### src/rtl/lv_owt_tx_ctrl_pkg.sv
// ---------------------------------------------------------------------------
// lv_owt_tx_ctrl_pkg
// Shared constants for the LV one-wire (OWT) transmit and receive controllers:
// field widths, half-bit timing, CRC-8 polynomial, FSM state encoding and a
// few helpers that describe the shape of each frame field.
// LV_OWT_TX_GAP_EN adds the GAP state to the encoding.
// ---------------------------------------------------------------------------
package lv_owt_tx_ctrl_pkg;

    localparam int OWT_EXT_CYC_NUM  = 32;
    localparam int OWT_SYNC_BIT_NUM = 12;
    localparam int OWT_TAIL_BIT_NUM = 4;
    localparam int OWT_CMD_BIT_NUM  = 8;
    localparam int OWT_DATA_BIT_NUM = 8;
    localparam int OWT_CRC_BIT_NUM  = 8;
    localparam int OWT_GAP_CYC_NUM  = 64;

    localparam logic [OWT_CRC_BIT_NUM-1:0] OWT_CRC_POLY = 8'h07;

    // One cycle counter serves both half-bit timing and the inter-frame gap.
    localparam int OWT_CYC_CNT_W = $clog2((OWT_GAP_CYC_NUM > OWT_EXT_CYC_NUM) ?
                                          OWT_GAP_CYC_NUM : OWT_EXT_CYC_NUM);
    // The sync head is the longest field.
    localparam int OWT_BIT_CNT_W = $clog2(OWT_SYNC_BIT_NUM);
    // Cmd, data and CRC share one width, so one bit index fits all three.
    localparam int OWT_BIT_IDX_W = $clog2(OWT_CMD_BIT_NUM);

    localparam int OWT_FSM_ST_W = 3;

    typedef enum logic [OWT_FSM_ST_W-1:0] {
        OWT_ST_IDLE      = 3'd0,
        OWT_ST_SYNC_HEAD = 3'd1,
        OWT_ST_SYNC_TAIL = 3'd2,
        OWT_ST_CMD       = 3'd3,
        OWT_ST_DATA      = 3'd4,
        OWT_ST_CRC       = 3'd5,
        OWT_ST_END_TAIL  = 3'd6
`ifdef LV_OWT_TX_GAP_EN
        , OWT_ST_GAP     = 3'd7
`endif
    } owt_tx_st_e;

    // Index of the last bit (or raw symbol) in a field.
    function automatic logic [OWT_BIT_CNT_W-1:0] owt_field_last(input owt_tx_st_e st);
        case (st)
            OWT_ST_SYNC_HEAD:                  return OWT_BIT_CNT_W'(OWT_SYNC_BIT_NUM - 1);
            OWT_ST_SYNC_TAIL, OWT_ST_END_TAIL: return OWT_BIT_CNT_W'(OWT_TAIL_BIT_NUM - 1);
            OWT_ST_CMD:                        return OWT_BIT_CNT_W'(OWT_CMD_BIT_NUM - 1);
            OWT_ST_DATA:                       return OWT_BIT_CNT_W'(OWT_DATA_BIT_NUM - 1);
            OWT_ST_CRC:                        return OWT_BIT_CNT_W'(OWT_CRC_BIT_NUM - 1);
            default:                           return '0;
        endcase
    endfunction

    // Tail fields are raw half-bit symbols rather than Manchester bits.
    function automatic logic owt_is_tail(input owt_tx_st_e st);
        return (st == OWT_ST_SYNC_TAIL) || (st == OWT_ST_END_TAIL);
    endfunction

    // Fields go out MSB first: bit counter 0 selects the top bit.
    function automatic logic [OWT_BIT_IDX_W-1:0] owt_msb_idx(input logic [OWT_BIT_CNT_W-1:0] bit_cnt);
        return OWT_BIT_IDX_W'(OWT_CMD_BIT_NUM - 1) - bit_cnt[OWT_BIT_IDX_W-1:0];
    endfunction

endpackage

### src/rtl/lv_owt_tx_ctrl_crc8_serial.sv
// ---------------------------------------------------------------------------
// crc8_serial
// Bit-serial CRC-8 (poly 0x07, init 0, no reflection, no final XOR).
// Ports:
//   i_clk, i_rst_n   clock, asynchronous active-low reset
//   i_vld            fold i_data into the CRC this cycle
//   i_data           message bit, MSB of the message first
//   i_new_calc       restart the calculation (CRC cleared to 0)
//   o_vld_crc        running CRC value
// ---------------------------------------------------------------------------
module crc8_serial
    import lv_owt_tx_ctrl_pkg::*;
(
    input  logic                       i_clk,
    input  logic                       i_rst_n,
    input  logic                       i_vld,
    input  logic                       i_data,
    input  logic                       i_new_calc,
    output logic [OWT_CRC_BIT_NUM-1:0] o_vld_crc
);

    logic feedback;

    assign feedback = o_vld_crc[OWT_CRC_BIT_NUM-1] ^ i_data;

    // Restart has priority so a new frame never inherits the old CRC.
    always_ff @(posedge i_clk or negedge i_rst_n) begin
        if (!i_rst_n) begin
            o_vld_crc <= '0;
        end else if (i_new_calc) begin
            o_vld_crc <= '0;
        end else if (i_vld) begin
            o_vld_crc <= {o_vld_crc[OWT_CRC_BIT_NUM-2:0], 1'b0} ^
                         ({OWT_CRC_BIT_NUM{feedback}} & OWT_CRC_POLY);
        end
    end

endmodule

### src/rtl/lv_owt_tx_ctrl.sv
// ---------------------------------------------------------------------------
// lv_owt_tx_ctrl
// LV-side one-wire frame transmitter. Frame: sync head (12 Manchester-0 bits),
// sync tail (raw 1100), cmd, data, CRC-8 (Manchester, MSB first), end tail
// (raw 1100). Each half-bit lasts OWT_EXT_CYC_NUM cycles. Line idles low.
// Optional macro LV_OWT_TX_GAP_EN: hold the line low and busy high for
// OWT_GAP_CYC_NUM cycles after each frame.
// Ports:
//   i_clk, i_rst_n      clock, asynchronous active-low reset
//   i_owt_tx_req        frame request, only acted on while idle
//   i_owt_tx_cmd/data   frame payload, latched on acceptance
//   o_owt_tx_busy       frame (or gap) in progress
//   o_owt_tx_done       one-cycle pulse after the end tail
//   o_owt_tx_cmd_lock   command of the last accepted frame (for rx matching)
//   o_lv_hv_owt_tx      registered one-wire line
// ---------------------------------------------------------------------------
module lv_owt_tx_ctrl
    import lv_owt_tx_ctrl_pkg::*;
(
    input  logic                        i_clk,
    input  logic                        i_rst_n,
    input  logic                        i_owt_tx_req,
    input  logic [OWT_CMD_BIT_NUM-1:0]  i_owt_tx_cmd,
    input  logic [OWT_DATA_BIT_NUM-1:0] i_owt_tx_data,
    output logic                        o_owt_tx_busy,
    output logic                        o_owt_tx_done,
    output logic [OWT_CMD_BIT_NUM-1:0]  o_owt_tx_cmd_lock,
    output logic                        o_lv_hv_owt_tx
);

    localparam logic [OWT_CYC_CNT_W-1:0] HALF_LAST = OWT_CYC_CNT_W'(OWT_EXT_CYC_NUM - 1);
`ifdef LV_OWT_TX_GAP_EN
    localparam logic [OWT_CYC_CNT_W-1:0] GAP_LAST  = OWT_CYC_CNT_W'(OWT_GAP_CYC_NUM - 1);
`endif

    owt_tx_st_e                  st_q, st_d;
    logic [OWT_CYC_CNT_W-1:0]    cyc_q, cyc_d;
    logic                        half_q, half_d;
    logic [OWT_BIT_CNT_W-1:0]    bit_q, bit_d;
    logic [OWT_DATA_BIT_NUM-1:0] data_q;
    logic [OWT_CRC_BIT_NUM-1:0]  crc;
    logic                        accept, crc_vld, crc_bit, done_d, line_d;

    assign o_owt_tx_busy = (st_q != OWT_ST_IDLE);

    // Next-state logic: the cycle counter times each half-bit; Manchester
    // fields advance the bit counter every second half, tail fields every half.
    // A CRC update is issued as each cmd/data bit is launched.
    always_comb begin
        st_d    = st_q;
        cyc_d   = cyc_q;
        half_d  = half_q;
        bit_d   = bit_q;
        accept  = 1'b0;
        done_d  = 1'b0;
        crc_vld = 1'b0;
        crc_bit = 1'b0;
        case (st_q)
            OWT_ST_IDLE: begin
                if (i_owt_tx_req) begin
                    accept = 1'b1;
                    st_d   = OWT_ST_SYNC_HEAD;
                    cyc_d  = '0;
                    half_d = 1'b0;
                    bit_d  = '0;
                end
            end
`ifdef LV_OWT_TX_GAP_EN
            OWT_ST_GAP: begin
                if (cyc_q == GAP_LAST) begin
                    st_d  = OWT_ST_IDLE;
                    cyc_d = '0;
                end else begin
                    cyc_d = cyc_q + 1'b1;
                end
            end
`endif
            default: begin
                if ((st_q == OWT_ST_CMD || st_q == OWT_ST_DATA) && cyc_q == '0 && !half_q) begin
                    crc_vld = 1'b1;
                    crc_bit = (st_q == OWT_ST_CMD) ? o_owt_tx_cmd_lock[owt_msb_idx(bit_q)]
                                                   : data_q[owt_msb_idx(bit_q)];
                end
                if (cyc_q == HALF_LAST) begin
                    cyc_d = '0;
                    if (owt_is_tail(st_q) || half_q) begin
                        half_d = 1'b0;
                        if (bit_q == owt_field_last(st_q)) begin
                            bit_d = '0;
                            case (st_q)
                                OWT_ST_SYNC_HEAD: st_d = OWT_ST_SYNC_TAIL;
                                OWT_ST_SYNC_TAIL: st_d = OWT_ST_CMD;
                                OWT_ST_CMD:       st_d = OWT_ST_DATA;
                                OWT_ST_DATA:      st_d = OWT_ST_CRC;
                                OWT_ST_CRC:       st_d = OWT_ST_END_TAIL;
                                default: begin
                                    done_d = 1'b1;
`ifdef LV_OWT_TX_GAP_EN
                                    st_d   = OWT_ST_GAP;
`else
                                    st_d   = OWT_ST_IDLE;
`endif
                                end
                            endcase
                        end else begin
                            bit_d = bit_q + 1'b1;
                        end
                    end else begin
                        half_d = 1'b1;
                    end
                end else begin
                    cyc_d = cyc_q + 1'b1;
                end
            end
        endcase
    end

    // Line level for the coming cycle, derived from the next state so that the
    // registered output lines up with the field it belongs to. Manchester bit b
    // sends b in the first half and ~b in the second.
    always_comb begin
        line_d = 1'b0;
        case (st_d)
            OWT_ST_SYNC_HEAD: line_d = half_d;
            OWT_ST_SYNC_TAIL,
            OWT_ST_END_TAIL:  line_d = ~bit_d[1];
            OWT_ST_CMD:       line_d = o_owt_tx_cmd_lock[owt_msb_idx(bit_d)] ^ half_d;
            OWT_ST_DATA:      line_d = data_q[owt_msb_idx(bit_d)] ^ half_d;
            OWT_ST_CRC:       line_d = crc[owt_msb_idx(bit_d)] ^ half_d;
            default:          line_d = 1'b0;
        endcase
    end

    // State, counters, latched payload and registered outputs. The latched
    // command doubles as the lock output for the receive controller.
    always_ff @(posedge i_clk or negedge i_rst_n) begin
        if (!i_rst_n) begin
            st_q              <= OWT_ST_IDLE;
            cyc_q             <= '0;
            half_q            <= 1'b0;
            bit_q             <= '0;
            data_q            <= '0;
            o_owt_tx_cmd_lock <= '0;
            o_owt_tx_done     <= 1'b0;
            o_lv_hv_owt_tx    <= 1'b0;
        end else begin
            st_q           <= st_d;
            cyc_q          <= cyc_d;
            half_q         <= half_d;
            bit_q          <= bit_d;
            o_owt_tx_done  <= done_d;
            o_lv_hv_owt_tx <= line_d;
            if (accept) begin
                data_q            <= i_owt_tx_data;
                o_owt_tx_cmd_lock <= i_owt_tx_cmd;
            end
        end
    end

    crc8_serial u_crc8_serial (
        .i_clk      (i_clk),
        .i_rst_n    (i_rst_n),
        .i_vld      (crc_vld),
        .i_data     (crc_bit),
        .i_new_calc (accept),
        .o_vld_crc  (crc)
    );

endmodule

### config.mk
export PLATFORM = sky130hd
export DESIGN_NAME = lv_owt_tx_ctrl
export DESIGN_NICKNAME = d
export VERILOG_FILES = /design/src/rtl/lv_owt_tx_ctrl_pkg.sv /design/src/rtl/lv_owt_tx_ctrl_crc8_serial.sv /design/src/rtl/lv_owt_tx_ctrl.sv
export SDC_FILE = /design/constraint.sdc
export NUM_CORES = 1
export LEC_CHECK = 0
export ABC_AREA = 1
export CAP_MARGIN = 20
export CORE_MARGIN = 2
export CORE_UTILIZATION = 45
export CTS_CLUSTER_SIZE = 12
export DETAILED_ROUTE_END_ITERATION = 10
export PLACE_DENSITY = 0.77
export SLEW_MARGIN = 0
export SYNTH_ARGS = -nofsm -noshare
export SYNTH_HDL_FRONTEND = slang
export SYNTH_SLANG_ARGS = --single-unit
### constraint.sdc
create_clock -name i_clk -period 5.3 [get_ports i_clk]
set_clock_uncertainty 0.2 [all_clocks]
set_input_delay 1.06 -clock i_clk [delete_from_list [all_inputs] [get_ports i_clk]]
set_output_delay 1.06 -clock i_clk [all_outputs]
set_load 0.02 [all_outputs]
==> impl_metrics.ini, run 1 <==
[outcome]
status = finished clean

[detailed_routing]
vias = 2244
routed_wirelength_um = 5474
drc = 0
drtPass1Iterations = 5
antenna_left = 0
avgViaCountPerCell = 5.318
drt-initial-drc-count = 148
routedWlPerCell_um = 12.97

[power]
clkPwrFrac_pct = 18.5
p_leak_nw = 1.427
power_density_nw_per_um2 = 386.9
p_sw_mw = 0.4572
seqPwrFrac_pct = 39.6
p_comb_share_pct = 41.9
swShare_pct = 41.08
ir_drop_uv = 162.4
p_int_mw = 0.6558

[grt]
use_met3_pct = 3.333
grt_util_all_layers_pct = 19.49
grt.busiest_layer = met2
antenna_found_initial = 0
groute.layer.met2.usage_pct = 32.93
grt_max_degree = 41
grt_pass1_vias = 2165
met1_usage_pct = 25.79
grt_first_pass_wirelength_um = 9680
grt_overflow = 0

[worst_setup_path]
cp_data_arrival_time_ns = 1.99
reg2reg_slack_ns = 2.50
r2r-end = u_crc8_serial.o_vld_crc[0]
reg2regPathDepth = 6
crit_fanout = 11
critPathKind = reg -> out
start_kind = flop
reg2reg_from = st_q[2]
end_kind = output port
cp.required_ns = 4.04

[floorplan]
fp-row-count = 26
initial_core_util_pct = 47.48
ios = 30
fp.coreArea_um2 = 5205
design.die.area_um2 = 6100
dieHeight_um = 78.11
die_w_um = 78.11

[yosys]
syn_area_per_cell_um2 = 7.603
synth_xor_area_share_pct = 1.772
synth_most_common_cell = nand2_1
synthTopCellsByArea = dfrtp_1 (41%), nand2_1 (8.8%), nand3_1 (8.5%), inv_1 (6.7%), nor2_1 (4.9%)
syn_inst = 325
synthMuxAreaShare_pct = 1.367
synth_async_sr_flop_share_pct = 100.0
synth_cell_types = 34
synthesis.nets = 348
synth_top_area_share_pct = 40.51
synth_top_family_by_area = simple AND/OR/NAND/NOR gates
yosysTopAreaCell = dfrtp_1
yosysWarnings = 0
ys_top_cells_by_count = nand2_1 (58), inv_1 (44), nand3_1 (42)
synthSimpleGateAreaFrac_pct = 31.29
synth-main-ff-cell = dfrtp_1
synthAdderAreaFrac_pct = 2.025
synth_edf_count = 0
synth_compound_area_share_pct = 13.01
synth_area_um2 = 2471
synth-seq-area-share_pct = 40.51
ys_ff_latch = 40

[sta]
period_minus_slack_ns = 3.246
finalSetupTns_ns = 0
slew_violations = 0
finalHoldViolCount = 0
setup_viol = 0
fin_ws_ns = 2.054
fmax_ghz = 0.3081
rsz0062_at_grt = false
worst_pin_slew_ns = 0.9449
finalCritPeriodShare_pct = 61.24
slew_headroom_pct = 36.85

[clocking]
clock-root-buffer = clkbuf_8
clk-insertion-delay-late_ns = 0.29
cts_hold_buf = 0
cts.clk_slew.worst_paths_ns = 0.07
cts_setup_buffers = 0
clockBufferDepth = 2
tritoncts = built
htree_levels = 2
cts_made_buffers = 5
postCtsResizedCells = 0
cts_sinks = 40

[placed_design]
dp_hpwl_um = 4080
port_buffers = 29
post-place-ws_ns = 2.074
place_congestion = 0.9053

[layout]
fillCellCount = 497
area_delta_synth_final_pct = 16.41
antennaDiodeCount = 0
nets = 374
drive_above_1_share_pct = 10.80

[flow_run]
cap_violations = 0

[hold_path]
hold_end = data_q[6]
hold_path_startpoint = data_q[6]
hold-path-cell-count = 2
hold_path_class = reg -> reg
cell type report:
class | instances | area, um^2 | area share, %
sequential | 40 | 1001 | 34.80
clock buffer | 6 | 82.58 | 2.871
multi-input combinational | 225 | 1222 | 42.50
tap | 70 | 87.58 | 3.045
clock inverter | 2 | 10.01 | 0.3480
inverter | 50 | 187.7 | 6.525
timing repair buffer | 29 | 285.3 | 9.917
layer usage:
metal | share of wire (%) | vias to the layer above
met3 | 5.8 | 7
met2 | 46 | 70
met5 | 0 | -
met1 | 47 | 1052
met4 | 1.0 | 0
li1 | - | 1115
state kept, by name, summed over array words and instances, names as in the netlist:
register	flops
st_q	3
data_q	8
cyc_q	6
bit_q	4
o_owt_tx_cmd_lock	8
u_crc8_serial.o_vld_crc	8
o_owt_tx_done	1
half_q	1
o_lv_hv_owt_tx	1
through the flow:
step | std cells | power [mW] | util, % | hold slack (ns) | area, um^2
after global placement | 414 | 0.8984 | 53.49 | 0.3056 | 2784
final | 422 | 1.113 | 55.26 | 0.3336 | 2877
after floorplan | 325 | 0.7985 | - | 0.2875 | 2471
after detailed placement | 414 | 0.9087 | 53.49 | 0.3156 | 2784
after CTS | 422 | 1.120 | 55.26 | 0.3350 | 2877
after global routing | 422 | 1.200 | 55.26 | 0.3676 | 2877
kinds of logic after synthesis:
| group | after synthesis |
|---|---|
| muxes | 3 |
| buffers and inverters | 60 |
| AOI/OAI and AO/OA | 54 |
| xor gates and xnor gates | 5 |
| DFF | 40 |
| adders and majority gates | 4 |
| and+or+nand+nor | 159 |
worst max path at each step:
stage / to / startpoint / slack (ns)
finish: o_owt_tx_busy / st_q[2] / 2.05
global route: o_owt_tx_busy / st_q[2] / 1.96
CTS: o_owt_tx_busy / st_q[2] / 2.05
detailed placement: o_lv_hv_owt_tx / i_owt_tx_req / 2.07
global placement: o_lv_hv_owt_tx / i_owt_tx_req / 2.17
floorplan: o_lv_hv_owt_tx / i_owt_tx_req / 2.94
layout by cell type, fill, tap and decap left out, types with 2 or more instances in the layout:
| cell type | instances |
|---|---|
| nand2_1 | 58 |
| nand3_1 | 42 |
| nor2_2 | 6 |
| nand4_1 | 3 |
| nand2_2 | 2 |
| mux2_2 | 3 |
| nor3_1 | 3 |
| o32ai_1 | 2 |
| xor2_1 | 4 |
| nor2_1 | 32 |
| inv_1 | 44 |
| clkbuf_8 | 6 |
| o21ai_0 | 13 |
| inv_2 | 6 |
| ha_1 | 4 |
| o22ai_1 | 11 |
| nand2_4 | 2 |
| clkinv_2 | 2 |
| clkdlybuf4s50_1 | 28 |
| a21oi_1 | 23 |
| dfrtp_1 | 40 |
| nand3_2 | 4 |
| nand3b_1 | 4 |
critical path, stage by stage, from the launching register on:
cell,delay (ns)
dfrtp_1,0.47
inv_2,0.09
nand2_1,0.43
clkdlybuf4s50_1,0.71
power by group through the flow:
| stage | clock network [mW] | logic, mW | registers [mW] |
|---|---|---|---|
| 3_5_place_dp | 0 | 0.463 | 0.446 |
| 6_report | 0.206 | 0.466 | 0.440 |
| 3_3_place_gp | 0 | 0.455 | 0.443 |
| 4_1_cts | 0.214 | 0.466 | 0.440 |
| 2_1_floorplan | 0 | 0.375 | 0.423 |
| 5_1_grt | 0.227 | 0.521 | 0.452 |
No activity file was read; power rests on OpenSTA's default activity.
==> inputs of run 2 (changes only) <==
- clock period: 5.3 -> 3.4 ns (I/O delays scaled with it)
==> run 2 against run 1 <==
Power grew 55%. First-iteration DRC count shrank 40%. Combinational power grew 55%. Cell count grew 0.24%. Die area is the same. Non-clock buffer count grew 1. Global-route usage grew 0.50 points.
==> impl_metrics.ini, run 2 (synthesis gave the netlist of run 1 again) <==
[layout]
final_common_cell = nand2_1
reg_top3 = data_q x8, o_owt_tx_cmd_lock x8, u_crc8_serial.o_vld_crc x8
nets = 375
antennaDiodeCount = 0
mostFrequentLayoutCells = nand2_1 (58), inv_1 (44), nand3_1 (42)
drive_above_1_share_pct = 10.48
area_delta_synth_final_pct = 16.61

[flow_run]
cap_violations = 0

[floorplan]
design.die.area_um2 = 6100
die_w_um = 78.11
fp.coreArea_um2 = 5205
ios = 30
initial_core_util_pct = 47.48
dieHeight_um = 78.11
fp-row-count = 26

[clocking]
clock-root-buffer = clkbuf_8
cts_sinks = 40
cts_hold_buf = 0
cts_setup_buffers = 0
tritoncts = built
cts_made_buffers = 5
cts.clk_slew.worst_paths_ns = 0.07
clockBufferDepth = 2
htree_levels = 2
postCtsResizedCells = 0
clk-insertion-delay-late_ns = 0.29

[detailed_routing]
vias = 2193
drt-initial-drc-count = 89
drc = 0
routedWlPerCell_um = 13.03
avgViaCountPerCell = 5.184
antenna_left = 0
routed_wirelength_um = 5510
drtPass1Iterations = 4

[power]
p_int_mw = 1.026
p_sw_mw = 0.7046
swShare_pct = 40.72
power_density_nw_per_um2 = 600.5
clkPwrFrac_pct = 18.6
p_comb_share_pct = 41.6
total_power_mw = 1.730
p_leak_nw = 1.426
ir_drop_uv = 308.6
seqPwrFrac_pct = 39.8

[worst_setup_path]
reg2reg_slack_ns = 0.76
r2r-end = o_lv_hv_owt_tx
path_buf_inv = 2
cp.required_ns = 2.52
critPathKind = reg -> out
cp_data_arrival_time_ns = 1.94
start_kind = flop
end_kind = output port
reg2regPathDepth = 13
cp_slowest_cell = clkdlybuf4s50_1
max_stage_delay_ns = 0.70
worstPathCellList = inv_2 > nand2_1 > clkdlybuf4s50_1
reg2reg_from = st_q[2]
crit_fanout = 11
critical-path-top-delay-family = buffers and inverters

[grt]
grt_max_degree = 41
antenna_found_initial = 0
grt_util_all_layers_pct = 19.99
grt_overflow = 0
grt_pass1_vias = 2153
grt_first_pass_wirelength_um = 9867

[sta]
finalHoldViolCount = 0
slew_headroom_pct = 42.73
rsz0062_at_grt = false
finalCritPeriodShare_pct = 82.99
setup_viol = 0
fin_ws_ns = 0.5782
fmax_ghz = 0.3544
slew_violations = 0
finalSetupTns_ns = 0
period_minus_slack_ns = 2.822
worst_pin_slew_ns = 0.8591
whs_ns = 0.2986

[placed_design]
port_buffers = 29
post-place-ws_ns = 0.6300
place_congestion = 0.9030
dp_hpwl_um = 4223

[outcome]
status = finished clean

[hold_path]
hold_path_class = in -> async
==> run 2: worst reg2reg max path, cell delays in order (launching register included) <==
cell and delay [ns]:
dfrtp_1 0.46, inv_2 0.09, nand2_1 0.40, inv_1 0.19, nor2_1 0.22, nor2_2 0.08, o21ai_4 0.26, inv_2 0.13
nand3_1 0.10, nand3_1 0.09, nand3_2 0.09, nand4_1 0.09, nand3_1 0.08, nand2_1 0.05
==> run 2: how the worst max path moves through the flow <==
stage	startpoint	to	depth (start not counted)
floorplan	cyc_q[0]	o_lv_hv_owt_tx	17
global placement	i_owt_tx_req	o_lv_hv_owt_tx	11
detailed placement	i_owt_tx_req	o_lv_hv_owt_tx	11
CTS	st_q[0]	o_owt_tx_busy	3
global route	st_q[0]	o_owt_tx_busy	3
finish	st_q[2]	o_owt_tx_busy	3
==> run 2: through the flow <==
step	instance area, um^2	utilization, %	std cells
6_report	2882	55.36	423
2_1_floorplan	2471	-	325
4_1_cts	2882	55.36	423
3_3_place_gp	2791	53.63	415
3_5_place_dp	2791	53.63	415
5_1_grt	2882	55.36	423
==> run 2: layout make-up <==
| type | instances | area, um^2 |
|---|---|---|
| inverter | 50 | 187.7 |
| timing repair buffer | 30 | 292.8 |
| clock buffer | 8 | 90.09 |
| tap | 70 | 87.58 |
| sequential | 40 | 1001 |
| fill | 509 | 2323 |
| multi-input combinational | 225 | 1222 |
==> run 2: per-layer routing <==
metal / wire [um] / part of all wire [%] / up-vias / track usage (%)
met4: 59 / 1.1 / 0 / 4.737
met5: 0 / 0 / - / 0
li1: - / - / 1118 / -
met1: 2486 / 45 / 1003 / 27.34
met2: 2667 / 48 / 64 / 33.02
met3: 297 / 5.4 / 8 / 3.678
==> run 2: power by group through the flow <==
stage	sequential, mW	clock (mW)	combinational, mW
final	0.689	0.322	0.720
after global routing	0.708	0.355	0.814
after CTS	0.688	0.333	0.723
after detailed placement	0.697	0	0.717
after global placement	0.692	0	0.708
after floorplan	0.659	0	0.585
